**src/rtl/counter_sweep_ctrl_if.sv**
```systemverilog
// Bundle between the sweep controller and its up/down counter plus host control/status.
interface counter_sweep_ctrl_if #(
  parameter int WIDTH = 8,
  parameter int SW_W  = 8
);
  logic             go;
  logic             stop;
  logic [WIDTH-1:0] lo;
  logic [WIDTH-1:0] hi;
  logic [WIDTH-1:0] count;
  logic             en;
  logic             busy;
  logic             at_lo;
  logic             at_hi;
  logic [SW_W-1:0]  sweeps;
  logic             cfg_err;
  logic             track_err;

  modport master (
    output go, stop, lo, hi, count,
    input  en, busy, at_lo, at_hi, sweeps, cfg_err, track_err
  );

  modport slave (
    input  go, stop, lo, hi, count,
    output en, busy, at_lo, at_hi, sweeps, cfg_err, track_err
  );
endinterface

```
**src/rtl/counter_sweep_ctrl.sv**
```systemverilog
// Drives an up/down counter's en so count sweeps lo..hi as a triangle, and checks it tracks.
// Optional macro SWEEP_AUTOSTOP_EN: return to IDLE after N_SWEEPS turnarounds per run.
module counter_sweep_ctrl #(
  parameter int WIDTH    = 8,
  parameter int SW_W     = 8,
  parameter int N_SWEEPS = 4
) (
  input logic                 clk,
  input logic                 rst,
  counter_sweep_ctrl_if.slave bus
);
  typedef enum logic [1:0] {IDLE, UP, DOWN} state_t;

  state_t           state;
  logic             en;
  logic             busy;
  logic             pv;
  logic             cfg_err;
  logic             track_err;
  logic [SW_W-1:0]  sweeps;
  logic [WIDTH-1:0] nxt;
  logic [WIDTH-1:0] exp_cnt;

  function automatic logic [WIDTH-1:0] predict(input logic dir, input logic [WIDTH-1:0] cur);
    return dir ? cur + WIDTH'(1) : cur - WIDTH'(1);
  endfunction

  assign nxt = predict(en, bus.count);

`ifdef SWEEP_AUTOSTOP_EN
  localparam int RUN_W = (N_SWEEPS > 1) ? $clog2(N_SWEEPS) : 1;
  localparam logic [RUN_W-1:0] RUN_LAST = RUN_W'(N_SWEEPS - 1);
  logic [RUN_W-1:0] run_cnt;
`else
  // N_SWEEPS has no effect without auto-stop; referenced here only to keep it legal.
  if (N_SWEEPS < 1) begin : g_n_sweeps_unused
  end
`endif

  always_ff @(posedge clk) begin
    if (rst) begin
      state     <= IDLE;
      en        <= 1'b0;
      busy      <= 1'b0;
      pv        <= 1'b0;
      sweeps    <= '0;
      cfg_err   <= 1'b0;
      track_err <= 1'b0;
`ifdef SWEEP_AUTOSTOP_EN
      run_cnt   <= '0;
`endif
    end else begin
      cfg_err <= 1'b0;
      if (pv && (bus.count != exp_cnt)) track_err <= 1'b1;
      case (state)
        IDLE: begin
          en   <= 1'b0;
          busy <= 1'b0;
          pv   <= 1'b0;
          if (bus.go && !bus.stop) begin
            if (bus.lo < bus.hi) begin
              state <= UP;
              en    <= 1'b1;
              busy  <= 1'b1;
`ifdef SWEEP_AUTOSTOP_EN
              run_cnt <= '0;
`endif
            end else begin
              cfg_err <= 1'b1;
            end
          end
        end
        UP: begin
          if (bus.stop) begin
            state <= IDLE;
            en    <= 1'b0;
            busy  <= 1'b0;
            pv    <= 1'b0;
          end else begin
            pv <= 1'b1;
            if (nxt >= bus.hi) begin
              state <= DOWN;
              en    <= 1'b0;
            end else begin
              en <= 1'b1;
            end
          end
        end
        DOWN: begin
          if (bus.stop) begin
            state <= IDLE;
            en    <= 1'b0;
            busy  <= 1'b0;
            pv    <= 1'b0;
          end else begin
            pv <= 1'b1;
            if (nxt <= bus.lo) begin
              sweeps <= sweeps + SW_W'(1);
`ifdef SWEEP_AUTOSTOP_EN
              if (run_cnt == RUN_LAST) begin
                state <= IDLE;
                en    <= 1'b0;
                busy  <= 1'b0;
                pv    <= 1'b0;
              end else begin
                run_cnt <= run_cnt + RUN_W'(1);
                state   <= UP;
                en      <= 1'b1;
              end
`else
              state <= UP;
              en    <= 1'b1;
`endif
            end else begin
              en <= 1'b0;
            end
          end
        end
        default: begin
          state <= IDLE;
          en    <= 1'b0;
          busy  <= 1'b0;
          pv    <= 1'b0;
        end
      endcase
    end
  end

  // Expected count is pure data; pv qualifies it, so it carries no reset.
  always_ff @(posedge clk) begin
    if (state != IDLE) exp_cnt <= nxt;
  end

  assign bus.en        = en;
  assign bus.busy      = busy;
  assign bus.sweeps    = sweeps;
  assign bus.cfg_err   = cfg_err;
  assign bus.track_err = track_err;
  assign bus.at_lo     = (bus.count == bus.lo);
  assign bus.at_hi     = (bus.count == bus.hi);
endmodule

```
**src/flat_wrapper.sv**
```systemverilog
// flat-port wrapper written by rule: the top's interface ports become plain ports
module counter_sweep_ctrl_flat 
#(
  parameter int WIDTH    = 8,
  parameter int SW_W     = 8,
  parameter int N_SWEEPS = 4
)
  (clk, rst, bus_go, bus_stop, bus_lo, bus_hi, bus_count, bus_en, bus_busy, bus_at_lo, bus_at_hi, bus_sweeps, bus_cfg_err, bus_track_err);
  counter_sweep_ctrl_if #(.WIDTH(WIDTH), .SW_W(SW_W)) bus_i ();
  input logic clk;
  input logic rst;
  input wire logic [$bits(bus_i.go)-1:0] bus_go;
  input wire logic [$bits(bus_i.stop)-1:0] bus_stop;
  input wire logic [$bits(bus_i.lo)-1:0] bus_lo;
  input wire logic [$bits(bus_i.hi)-1:0] bus_hi;
  input wire logic [$bits(bus_i.count)-1:0] bus_count;
  output wire logic [$bits(bus_i.en)-1:0] bus_en;
  output wire logic [$bits(bus_i.busy)-1:0] bus_busy;
  output wire logic [$bits(bus_i.at_lo)-1:0] bus_at_lo;
  output wire logic [$bits(bus_i.at_hi)-1:0] bus_at_hi;
  output wire logic [$bits(bus_i.sweeps)-1:0] bus_sweeps;
  output wire logic [$bits(bus_i.cfg_err)-1:0] bus_cfg_err;
  output wire logic [$bits(bus_i.track_err)-1:0] bus_track_err;
  assign bus_i.go = bus_go;
  assign bus_i.stop = bus_stop;
  assign bus_i.lo = bus_lo;
  assign bus_i.hi = bus_hi;
  assign bus_i.count = bus_count;
  assign bus_en = bus_i.en;
  assign bus_busy = bus_i.busy;
  assign bus_at_lo = bus_i.at_lo;
  assign bus_at_hi = bus_i.at_hi;
  assign bus_sweeps = bus_i.sweeps;
  assign bus_cfg_err = bus_i.cfg_err;
  assign bus_track_err = bus_i.track_err;
  counter_sweep_ctrl #(.WIDTH(WIDTH), .SW_W(SW_W), .N_SWEEPS(N_SWEEPS)) u_core (.clk(clk), .rst(rst), .bus(bus_i));
endmodule
```
**config.mk**
```make
export PLATFORM = sky130hd
export DESIGN_NAME = counter_sweep_ctrl_flat
export DESIGN_NICKNAME = d
export VERILOG_FILES = /design/src/rtl/counter_sweep_ctrl_if.sv /design/src/rtl/counter_sweep_ctrl.sv /design/src/flat_wrapper.sv
export SDC_FILE = /design/constraint.sdc
export NUM_CORES = 1
export LEC_CHECK = 0
export ABC_AREA = 0
export ABC_CLOCK_PERIOD_IN_PS = 5100
export BUFFER_PORTS_ARGS = -buffer_cell sky130_fd_sc_hd__clkbuf_2
export CAP_MARGIN = 20
export CORE_UTILIZATION = 45
export CTS_CLUSTER_DIAMETER = 80
export DETAILED_ROUTE_END_ITERATION = 12
export PLACE_DENSITY_LB_ADDON = 0.25
export SETUP_SLACK_MARGIN = 0.05
export SKIP_CTS_REPAIR_TIMING = 1
export SLEW_MARGIN = 40
export SYNTH_ARGS = -nofsm -noshare
export SYNTH_HDL_FRONTEND = slang
export SYNTH_SLANG_ARGS = --single-unit
```
**constraint.sdc**
```tcl
create_clock -name clk -period 5.1 [get_ports clk]
set_input_delay 1.275 -clock clk [delete_from_list [all_inputs] [get_ports clk]]
set_output_delay 1.275 -clock clk [all_outputs]
set_load 0.03 [all_outputs]
```
==> impl_metrics.yaml <==
run_status:
  status: "finished, final reports clean"
die:
  die_x_um: 68.8
  std_cell_rows: 23
  die_h_um: 68.8
  core-area_um2: 4140
  dieArea_um2: 4740
  ios: 42
  start_util: 0.485
timing:
  fin_setup_tns_ps: 0
  setup_viol: 0
  hold_violations: 0
  min_period_ps: 4390
  timing.final.max_slew_violations: 0
  skew_ps: 6.21
  post-route-period-util: 0.861
  tightest_slew_ps: 487
  rsz0062_at_grt: "false"
  fmax_mhz: 228
  max-slew-margin-rel: 0.675
critical_path:
  max_stage_delay_ps: 560
  cp_slowest_cell: "or4_1"
  path_buf_inv: 2
  cp_max_fo: 15
  path_common_cell: "o21ai_0"
  end_kind: "flip-flop"
  worst_setup_path_start_kind: "input port"
  worstPathCellList: "clkbuf_2 > inv_1 > fa_1 > nor2b_1 > o21ai_0 > a21boi_1 > o21a_1 > nor2_1 > xnor2_1 > ha_1 > o21ai_0 > o21ai_1 > o22a_1 > or4_1 > a21oi_1"
  worstPathRequired_ps: 5300
  worstPathArrival_ps: 4590
  path_delay_family: "compound AO/OA/AOI/OAI gates"
  critPathKind: "input port to flip-flop"
pwr:
  vdd_drop_max_uv: 140
  p_leak_nw: 1.04
  power_mw: 0.626
  power_density_nw_per_um2: 270
clock_network:
  ctsLongestPathBuffers: 2
  cts_sinks: 23
  h-tree-depth: 1
  numCtsBuffers: 3
  root_buffer: "clkbuf_8"
  worstSkewPairLatency_ps: 260
  clk_pin_slew_ps: 80
  cts_tree: "yes"
synthesis:
  netlist_instances: 226
  synth_seq_cells: 23
  synth_adder_area_share: 0.222
  avgSynthCellArea_um2: 8.89
  synth_edf_count: 8
  synth_common_cells: "34 x ha_1, 24 x inv_1, 18 x xnor2_1"
  synth_area_leader_cell: "ha_1"
  yosysWarningCount: 0
  synth.most_common_cell: "ha_1"
  synth_simple_gate_area_share: 0.162
  netlist-cell-type-count: 43
  synth_top_family_by_area: "adder cells"
  synth_area_leaders: "ha_1 21%, dfxtp_1 15%, edfxtp_1 12%"
  yosys_most_used_dff: "dfxtp_1"
  synth-seq-area-share: 0.269
  synth_xor_area_frac: 0.126
  synthesis.area_um2: 2010
  synthArstFlopShare: 0
  synth_top_area_frac: 0.212
  synth_compound_gate_area_share: 0.162
  synth_nets: 289
  synth.area.mux_share: 0.00996
grt:
  grt_pass1_vias: 1586
  grt_pass1_wl_um: 7020
  grt_usage: 0.202
  antenna_found_initial: 0
  grt_overflow_total: 0
  grt_max_degree: 16
job:
  drv_cap: 0
finish:
  drive_gt1_frac: 0.175
  num_antenna_cells: 0
  register_area_um2: 541
  nets: 333
  syn_to_final_growth_pct: 15.2
  n_fill_cell: 392
  multi_input_area_um2: 1370
  finish.utilization: 0.559
route:
  routed_via_density: 5.56
  wl_um: 4500
  drc_errors: 0
  vias: 1773
  dr.pass1.iters: 4
  wl_per_cell_um: 14.1
  drt-initial-drc-count: 93
  ant_nets: 0
worst_hold_path:
  hold_class: "flip-flop to flip-flop"
place:
  gp_congestion: 0.879
  numPortBuffers: 41
  dp_hpwl_um: 3790
-- per-stage QoR --
step                worst slack (ps)  std cells  cell area [um2]  hold WS, ps
detailed placement               494        315             2270          444
global placement                 586        315             2270          439
global route                     504        319             2310          479
CTS                              766        319             2310          452
floorplan                       1100        226             2010          433
finish                           709        319             2310          454
-- cell usage in the layout (no fill, tap or decap), types with 2 or more instances in the layout --
cell type / count
clkbuf_2: 41
ha_1: 34
inv_1: 24
xnor2_1: 18
a21oi_1: 15
dfxtp_1: 15
nor2_1: 13
xor2_1: 11
nand2_1: 10
o21ai_1: 9
edfxtp_1: 8
nand4_1: 5
nand2b_1: 5
nor4_1: 4
o211ai_1: 4
nand3_1: 4
nor3b_1: 4
a21o_1: 3
nor3_1: 3
a211oi_1: 3
o31ai_1: 3
or4_1: 3
or3_1: 3
clkbuf_8: 3
nor2b_1: 2
o21ai_0: 2
o21a_1: 2
mux2i_1: 2
-- tightest hold or removal path: cells and delay by family, from the launching register on --
family / cells / cell delay (ps)
DFF: 1 / 310
and+or+nand+nor: 1 / 60
AOI/OAI and AO/OA: 1 / 50
-- sequential cells by signal, summed over array words and instances (netlist names) --
register	cells
u_core.pv	1
u_core.bus.track_err	1
u_core.state	2
u_core.bus.cfg_err	1
u_core.bus.en	1
u_core.exp_cnt	8
u_core.bus.busy	1
u_core.bus.sweeps	8
-- kinds of logic after synthesis --
group / after synthesis
AO/OA/AOI/OAI: 50
AND/OR/NAND/NOR: 61
buffers and inverters: 26
multiplexers: 2
adder cells (fa/ha/maj): 35
XOR/XNOR: 29
flip-flops: 23
-- final timing paths --
path         slack [ps]                     start                                 to  depth (start not counted)
max                 710              bus_count[0]  u_core.bus.sweeps[6]$_SDFFE_PP0P_                         15
min                 450      u_core.pv$_SDFF_PP0_  u_core.bus.track_err$_SDFFE_PP0P_                          2
max reg2reg        1210  u_core.bus.en$_SDFF_PP0_  u_core.bus.sweeps[6]$_SDFFE_PP0P_                         13
min reg2reg         450      u_core.pv$_SDFF_PP0_  u_core.bus.track_err$_SDFFE_PP0P_                          2
-- power breakdown --
group	internal [mW]	total (mW)	switching, mW
registers	0.222	0.236	0.0131
clock network	0.0544	0.111	0.0564
logic	0.116	0.280	0.164
total	0.393	0.626	0.233
-- layer usage --
layer  vias to the layer above  share of wire  global-route usage
li1                        906              -                   -
met1                       826           0.49               0.273
met2                        37           0.46               0.338
met3                         4          0.036              0.0263
met4                         0          0.010              0.0485
met5                         -              0                   0
-- cell type report --
| class | count | area share |
|---|---|---|
| sequential | 23 | 0.234 |
| clock buffer | 3 | 0.0178 |
| inverter | 24 | 0.0389 |
| tap | 50 | 0.0270 |
| clock inverter | 1 | 0.00216 |
| timing repair buffer | 41 | 0.0886 |
| multi-input combinational | 177 | 0.592 |
Power figures use the tool's default switching activity.
